[config.mk]
export PLATFORM = sky130hd
export DESIGN_NAME = z80_bus_master
export DESIGN_NICKNAME = d
export VERILOG_FILES = /design/src/rtl/mioc_bus_pkg.sv /design/src/rtl/z80_wait_timer.sv /design/src/rtl/z80_bus_master.sv
export SDC_FILE = /design/constraint.sdc
export NUM_CORES = 1
export LEC_CHECK = 0
export BUFFER_PORTS_ARGS = -buffer_cell sky130_fd_sc_hd__buf_2
export CAP_MARGIN = 20
export CORE_MARGIN = 3
export CORE_UTILIZATION = 30
export CTS_CLUSTER_DIAMETER = 100
export DETAILED_ROUTE_END_ITERATION = 7
export PLACE_DENSITY = 0.49
export SYNTH_ARGS = -nofsm -noshare
export SYNTH_HDL_FRONTEND = slang
export SYNTH_SLANG_ARGS = --single-unit
export TNS_END_PERCENT = 20
[constraint.sdc]
create_clock -name B_PHI -period 5.8 [get_ports B_PHI]
set_input_delay 0.58 -clock B_PHI [delete_from_list [all_inputs] [get_ports B_PHI]]
set_output_delay 0.58 -clock B_PHI [all_outputs]
set_load 0.05 [all_outputs]
[src/rtl/mioc_bus_pkg.sv]
// Shared encodings for the Z80-style bus master: command ops, FSM states,
// refresh counter width and the default wait-timeout limit.
package mioc_bus_pkg;

    localparam logic [2:0] OP_MRD  = 3'b000;
    localparam logic [2:0] OP_MWR  = 3'b001;
    localparam logic [2:0] OP_IORD = 3'b010;
    localparam logic [2:0] OP_IOWR = 3'b011;
    localparam logic [2:0] OP_M1   = 3'b100;

    localparam int RFSH_W         = 7;
    localparam int T_WAIT_MAX_DEF = 255;

    typedef enum logic [2:0] {
        ST_IDLE,
        ST_T1,
        ST_T2,
        ST_TWA,
        ST_TW,
        ST_T3,
        ST_T4,
        ST_HOLD
    } bus_state_e;

    function automatic logic op_is_io(input logic [2:0] op);
        return (op == OP_IORD) || (op == OP_IOWR);
    endfunction

    function automatic logic op_is_rsvd(input logic [2:0] op);
        return op > OP_M1;
    endfunction

endpackage

[src/rtl/z80_wait_timer.sv]
// Counts consecutive TW cycles that still see WAIT_N low; expired_o flags
// the TW cycle that reaches the configured limit.
module z80_wait_timer #(
    parameter int unsigned MAX = 255
) (
    input  logic clk_i,
    input  logic rst_i,
    input  logic clr_i,
    input  logic en_i,
    output logic expired_o
);

    localparam logic [7:0] LAST = 8'(MAX - 1);

    logic [7:0] cnt_q, cnt_d;

    always_comb begin
        cnt_d = cnt_q;
        if (clr_i) begin
            cnt_d = '0;
        end else if (en_i && (cnt_q != 8'hFF)) begin
            cnt_d = cnt_q + 8'd1;
        end
    end

    always_ff @(posedge clk_i or posedge rst_i) begin
        if (rst_i) begin
            cnt_q <= '0;
        end else begin
            cnt_q <= cnt_d;
        end
    end

    assign expired_o = en_i && (cnt_q >= LAST);

endmodule

[src/rtl/z80_bus_master.sv]
// Z80-style bus-cycle initiator: turns single-word commands into T-state
// accurate memory, I/O and M1 cycles with refresh, WAIT_N and BUSRQ_N.
module z80_bus_master
    import mioc_bus_pkg::*;
#(
    parameter int unsigned T_WAIT_MAX = T_WAIT_MAX_DEF
) (
    input  logic        B_PHI,
    input  logic        RST,
    input  logic        CMD_VALID,
    output logic        CMD_READY,
    input  logic [2:0]  CMD_OP,
    input  logic [15:0] CMD_ADDR,
    input  logic [7:0]  CMD_WDATA,
    output logic        RSP_VALID,
    output logic [7:0]  RSP_RDATA,
    output logic        RSP_TIMEOUT,
    output logic [15:0] BA,
    output logic        BA_OE,
    output logic [7:0]  BD_OUT,
    output logic        BD_OE,
    input  logic [7:0]  BD_IN,
    output logic        BMREQ_N,
    output logic        BIORQ_N,
    output logic        BRD_N,
    output logic        BWR_N,
    output logic        BM1_N,
    output logic        BRFSH_N,
    input  logic        WAIT_N,
    input  logic        BUSRQ_N,
    output logic        BUSAK_N
);

    bus_state_e state_q, state_d;

    logic [2:0]        op_q, op_d;
    logic [15:0]       addr_q, addr_d;
    logic [7:0]        wdata_q, wdata_d;
    logic [RFSH_W-1:0] rfsh_q, rfsh_d;
    logic              to_q, to_d;

    logic        cmd_ready_q, cmd_ready_d;
    logic        rsp_valid_q, rsp_valid_d;
    logic [7:0]  rsp_rdata_q, rsp_rdata_d;
    logic        rsp_to_q, rsp_to_d;
    logic [15:0] ba_q, ba_d;
    logic        ba_oe_q, ba_oe_d;
    logic [7:0]  bd_out_q, bd_out_d;
    logic        bd_oe_q, bd_oe_d;
    logic        mreq_n_q, mreq_n_d;
    logic        iorq_n_q, iorq_n_d;
    logic        rd_n_q, rd_n_d;
    logic        wr_n_q, wr_n_d;
    logic        m1_n_q, m1_n_d;
    logic        rfsh_n_q, rfsh_n_d;
    logic        busak_n_q, busak_n_d;

    logic accept;
    logic done;
    logic wt_clr;
    logic wt_en;
    logic wt_expired;

    z80_wait_timer #(
        .MAX (T_WAIT_MAX)
    ) u_wait_timer (
        .clk_i     (B_PHI),
        .rst_i     (RST),
        .clr_i     (wt_clr),
        .en_i      (wt_en),
        .expired_o (wt_expired)
    );

    assign wt_clr = (state_q != ST_TW);
    assign wt_en  = (state_q == ST_TW) && !WAIT_N;
    assign accept = CMD_VALID && cmd_ready_q;

    // Next-state and command bookkeeping
    always_comb begin
        state_d     = state_q;
        op_d        = op_q;
        addr_d      = addr_q;
        wdata_d     = wdata_q;
        rfsh_d      = rfsh_q;
        to_d        = to_q;
        rsp_valid_d = 1'b0;
        rsp_rdata_d = rsp_rdata_q;
        rsp_to_d    = rsp_to_q;
        done        = 1'b0;

        unique case (state_q)
            ST_IDLE: begin
                if (accept) begin
                    op_d    = CMD_OP;
                    addr_d  = CMD_ADDR;
                    wdata_d = CMD_WDATA;
                    to_d    = 1'b0;
                    if (op_is_rsvd(CMD_OP)) begin
                        rsp_valid_d = 1'b1;
                        rsp_to_d    = 1'b1;
                    end else begin
                        state_d = ST_T1;
                    end
                end else if (!BUSRQ_N) begin
                    state_d = ST_HOLD;
                end
            end
            ST_T1: state_d = ST_T2;
            ST_T2: begin
                if (op_is_io(op_q)) begin
                    state_d = ST_TWA;
                end else if (!WAIT_N) begin
                    state_d = ST_TW;
                end else begin
                    state_d = ST_T3;
                    if (op_q == OP_M1) rsp_rdata_d = BD_IN;
                end
            end
            ST_TWA: state_d = WAIT_N ? ST_T3 : ST_TW;
            ST_TW: begin
                if (WAIT_N || wt_expired) begin
                    state_d = ST_T3;
                    if (!WAIT_N) to_d = 1'b1;
                    if (op_q == OP_M1) rsp_rdata_d = BD_IN;
                end
            end
            ST_T3: begin
                if (op_q == OP_M1) begin
                    state_d = ST_T4;
                end else begin
                    done = 1'b1;
                    if (op_q == OP_MRD || op_q == OP_IORD) rsp_rdata_d = BD_IN;
                end
            end
            ST_T4: begin
                done   = 1'b1;
                rfsh_d = rfsh_q + 1'b1;
            end
            ST_HOLD: begin
                if (BUSRQ_N) state_d = ST_IDLE;
            end
            default: state_d = ST_IDLE;
        endcase

        if (done) begin
            rsp_valid_d = 1'b1;
            rsp_to_d    = to_q;
            state_d     = BUSRQ_N ? ST_IDLE : ST_HOLD;
        end
    end

    // Registered bus outputs decoded from the state being entered
    always_comb begin
        logic t1, t2, twa, tw, t3, t4, bus;
        t1  = (state_d == ST_T1);
        t2  = (state_d == ST_T2);
        twa = (state_d == ST_TWA);
        tw  = (state_d == ST_TW);
        t3  = (state_d == ST_T3);
        t4  = (state_d == ST_T4);
        bus = t1 | t2 | twa | tw | t3 | t4;

        cmd_ready_d = (state_d == ST_IDLE) && BUSRQ_N;
        busak_n_d   = (state_d != ST_HOLD);
        ba_oe_d     = (state_d != ST_HOLD);
        ba_d        = ba_q;
        bd_out_d    = bd_out_q;
        bd_oe_d     = 1'b0;
        mreq_n_d    = 1'b1;
        iorq_n_d    = 1'b1;
        rd_n_d      = 1'b1;
        wr_n_d      = 1'b1;
        m1_n_d      = 1'b1;
        rfsh_n_d    = 1'b1;

        if (bus) begin
            ba_d = addr_d;
            unique case (op_d)
                OP_MRD: begin
                    mreq_n_d = 1'b0;
                    rd_n_d   = 1'b0;
                end
                OP_MWR: begin
                    mreq_n_d = 1'b0;
                    wr_n_d   = !(t2 | tw | t3);
                    bd_oe_d  = 1'b1;
                    bd_out_d = wdata_d;
                end
                OP_IORD: begin
                    iorq_n_d = t1;
                    rd_n_d   = t1;
                end
                OP_IOWR: begin
                    iorq_n_d = t1;
                    wr_n_d   = t1;
                    bd_oe_d  = 1'b1;
                    bd_out_d = wdata_d;
                end
                OP_M1: begin
                    m1_n_d   = !(t1 | t2 | tw);
                    rd_n_d   = !(t1 | t2 | tw);
                    mreq_n_d = !(t1 | t2 | tw | t3);
                    rfsh_n_d = !(t3 | t4);
                    if (t3 | t4) ba_d = {9'b0, rfsh_d};
                end
                default: ;
            endcase
        end
    end

    always_ff @(posedge B_PHI or posedge RST) begin
        if (RST) begin
            state_q     <= ST_IDLE;
            op_q        <= OP_MRD;
            addr_q      <= '0;
            wdata_q     <= '0;
            rfsh_q      <= '0;
            to_q        <= 1'b0;
            cmd_ready_q <= 1'b0;
            rsp_valid_q <= 1'b0;
            rsp_rdata_q <= '0;
            rsp_to_q    <= 1'b0;
            ba_q        <= '0;
            ba_oe_q     <= 1'b1;
            bd_out_q    <= '0;
            bd_oe_q     <= 1'b0;
            mreq_n_q    <= 1'b1;
            iorq_n_q    <= 1'b1;
            rd_n_q      <= 1'b1;
            wr_n_q      <= 1'b1;
            m1_n_q      <= 1'b1;
            rfsh_n_q    <= 1'b1;
            busak_n_q   <= 1'b1;
        end else begin
            state_q     <= state_d;
            op_q        <= op_d;
            addr_q      <= addr_d;
            wdata_q     <= wdata_d;
            rfsh_q      <= rfsh_d;
            to_q        <= to_d;
            cmd_ready_q <= cmd_ready_d;
            rsp_valid_q <= rsp_valid_d;
            rsp_rdata_q <= rsp_rdata_d;
            rsp_to_q    <= rsp_to_d;
            ba_q        <= ba_d;
            ba_oe_q     <= ba_oe_d;
            bd_out_q    <= bd_out_d;
            bd_oe_q     <= bd_oe_d;
            mreq_n_q    <= mreq_n_d;
            iorq_n_q    <= iorq_n_d;
            rd_n_q      <= rd_n_d;
            wr_n_q      <= wr_n_d;
            m1_n_q      <= m1_n_d;
            rfsh_n_q    <= rfsh_n_d;
            busak_n_q   <= busak_n_d;
        end
    end

    assign CMD_READY   = cmd_ready_q;
    assign RSP_VALID   = rsp_valid_q;
    assign RSP_RDATA   = rsp_rdata_q;
    assign RSP_TIMEOUT = rsp_to_q;
    assign BA          = ba_q;
    assign BA_OE       = ba_oe_q;
    assign BD_OUT      = bd_out_q;
    assign BD_OE       = bd_oe_q;
    assign BMREQ_N     = mreq_n_q;
    assign BIORQ_N     = iorq_n_q;
    assign BRD_N       = rd_n_q;
    assign BWR_N       = wr_n_q;
    assign BM1_N       = m1_n_q;
    assign BRFSH_N     = rfsh_n_q;
    assign BUSAK_N     = busak_n_q;

endmodule

==> reports/summary.txt <==
status: finished, final reports clean
Cell Pwr Density: 655 nW/µm²
starting density of the core: 31.5%
ys async rst share: 100%
Power Internal: 1.79 mW
DR pass1 iterations: 5
sequential power share: 32.5%
port buffer count: 83
worst slew pin tran: 977 ps
nets@finish: 483
Reg-to-Reg Start: state_q[2]
required time of the critical path: 6020 ps
clock tree root buffer cell: clkbuf_16
syn_area_per_cell: 11.4 µm²
GRT Overall Usage: 13.5%
storage element area: 2240 µm²
largest cells by area after synthesis: dfrtp_1 50%, mux2_2 9.4%, dfstp_2 4.5%
Seq/Total Area, Yosys: 55.0%
Hold WC Path Type: in -> async
synthesis warning total: 0
Final period util: 65.2%
I/O pins: 84
final setup fails: 0
DRT Wirelength: 9400 µm
Fin. Hold Viols: 0
kind of critical path: reg -> reg
FF-to-FF End: BD_OUT[2]
DR vias/cell: 4.82
Antenna Nets Post-Route: 0
residual DRC count: 0
Final Skew: 7.41 ps
PostCTS Resize Cnt: 0
setup slack, reg-to-reg: 2020 ps
Max VDD drop: 0.000269 V
drt wl/cell: 15.2 µm
reported max-cap violation count: 0
CP startpoint kind: flip-flop
Core ar.: 12900 µm²
Leak: 2.27 nW
NetSw: 1.46 mW
Synth Instances: 358
most frequent cell after synthesis: dfrtp_1
share of cells above drive strength 1: 36.0%
slew margin rel.: 34.9%
largest net degree at the start of global routing: 53
Reg2Reg Depth: 8
total power: 3.25 mW
FP Rows: 41
hold bufs inserted after CTS: 0
worst skew pair latency: 340 ps
vias post-DR: 2976
Post-DP HPWL: 6600 µm
post-synthesis register bit count: 89
area delta synth->final: 22.1%
total gr overflow: 0
vias in the first global route: 3032
unique cell type count in the Yosys netlist: 52
Synth Flop Type: dfrtp_1
Min Hold Slack: 316 ps
post-layout minimum cycle time: 3780 ps
setup repair after global routing missed its margin: no
total die area: 15000 µm²
Max Fanout on Critical Path: 26
sw frac: 45.0%
Antenna diodes: 0
clock network fraction of design power: 17.9%
GPL Wtd Cong: 0.827
Yosys top cell area share: 50.4%
multi-input logic area: 1710 µm²
TritonCTS clock tree: yes
# fillers: 1299
die width: 122 µm
Inserted Clock Buffers: 9
CTS H-tree lvls: 3
top achievable clock speed: 264 MHz
Worst Setup End Kind: flip-flop
antenna violations before repair: 0
Post-synth EDFFs: 0
Synth top cells by count: 82 x dfrtp_1, 41 x nand2_1, 34 x mux2_2
Num Clock Sinks: 89
CP arrival: 4000 ps
iteration-0 DRC count of the detailed router: 146
Yosys top cell by area: dfrtp_1
Syn Nets: 401
Netlist Area Pre-Place: 4070 µm²
clock tree buffer depth: 2
first-pass GRT wire length: 15800 µm
chip height: 122 µm
Setup TNS Final: 0 ps
clk slew on worst S/H paths: 70 ps
Gate power share: 49.6%
postcts setup bufs: 0
max-slew violations: 0
-- placed cells by master, fill, tap and decap left out, drive strengths merged, types with 7 or more instances in the layout --
cell    Yosys  final
xnor2       8      8
nand2b      9      9
buf         9     87
inv        11     10
o21ai      19     19
clkbuf      7     12
nor3        7      7
a21oi       9      9
dfstp       7      7
o31ai      10     10
dfrtp      82     82
nand2      41     41
mux2       42     42
nand4       7      7
nor2       25     25
-- worst max path at each step --
stage | startpoint | endpoint | slack (ps) | depth (start not counted)
floorplan | RST | BA[0] | 2920 | 1
global placement | state_q[2] | BD_OUT[1] | 1930 | 7
detailed placement | state_q[2] | BD_OUT[7] | 1780 | 7
CTS | state_q[2] | BD_OUT[7] | 1770 | 7
global route | state_q[2] | BD_OUT[7] | 1690 | 8
finish | state_q[2] | BD_OUT[2] | 2020 | 8
-- critical path: stages (launching register included) --
cell      delay (ps)
dfrtp_1          570
or3b_2           440
o21ai_0          130
a222oi_1         770
and2_1           300
a211o_1          430
buf_16           220
a21o_1           440
mux2_4           340
-- power by group through the flow --
stage / Sequential [mW] / Combinational, mW / Clock [mW]
detailed placement: 1.07 / 1.59 / 0
global placement: 1.06 / 1.58 / 0
global route: 1.09 / 1.76 / 0.630
finish: 1.06 / 1.61 / 0.581
floorplan: 1.46 / 0.857 / 0
CTS: 1.06 / 1.59 / 0.607
-- state kept, by name (all words and copies together) (netlist names) --
signal	flops
BRD_N	1
BWR_N	1
u_wait_timer.cnt_q	8
wdata_q	8
BM1_N	1
RSP_TIMEOUT	1
RSP_RDATA	8
BD_OE	1
state_q	3
to_q	1
BMREQ_N	1
BA	16
BIORQ_N	1
CMD_READY	1
RSP_VALID	1
addr_q	16
rfsh_q	7
BD_OUT	8
op_q	3
BRFSH_N	1
BUSAK_N	1
-- cell families (layout without fill, tap and decap cells) --
| kind of cell | Yosys count | in the layout | share of synthesized area [%] |
|---|---|---|---|
| fa+ha+maj | 3 | 3 | 0.923 |
| simple gates | 115 | 115 | 14.0 |
| flops | 89 | 89 | 55.0 |
| compound gates | 67 | 67 | 11.2 |
| buf+inv | 27 | 114 | 3.26 |
| xor+xnor | 13 | 13 | 2.80 |
| mux | 44 | 44 | 12.9 |
-- cell type report --
cell class | count | share of cell area, %
flip-flops and latches | 89 | 45.0
multi-input cells | 242 | 34.4
repair buffers | 87 | 9.37
clock buffers | 12 | 4.96
well taps | 172 | 4.33
clock inverters | 4 | 1.06
inverters | 11 | 0.857
-- per-stage QoR --
stage | instances | area (µm²) | util [%] | worst slack (ps)
detailed placement | 600 | 4640 | 35.9 | 1780
finish | 617 | 4960 | 38.4 | 2020
global placement | 600 | 4640 | 35.9 | 1930
global route | 617 | 4960 | 38.4 | 1690
CTS | 616 | 4940 | 38.2 | 1770
floorplan | 358 | 4070 | - | 2920
-- metal layers --
layer | up-vias | GRT usage (%) | part of all wire, %
met4 | 0 | 5.60 | 1.7
li1 | 1432 | - | -
met3 | 10 | 3.23 | 5.3
met1 | 1456 | 17.5 | 46
met2 | 78 | 21.8 | 47
met5 | - | 0 | 0
Note: power is estimated with default switching activity, not from simulation.
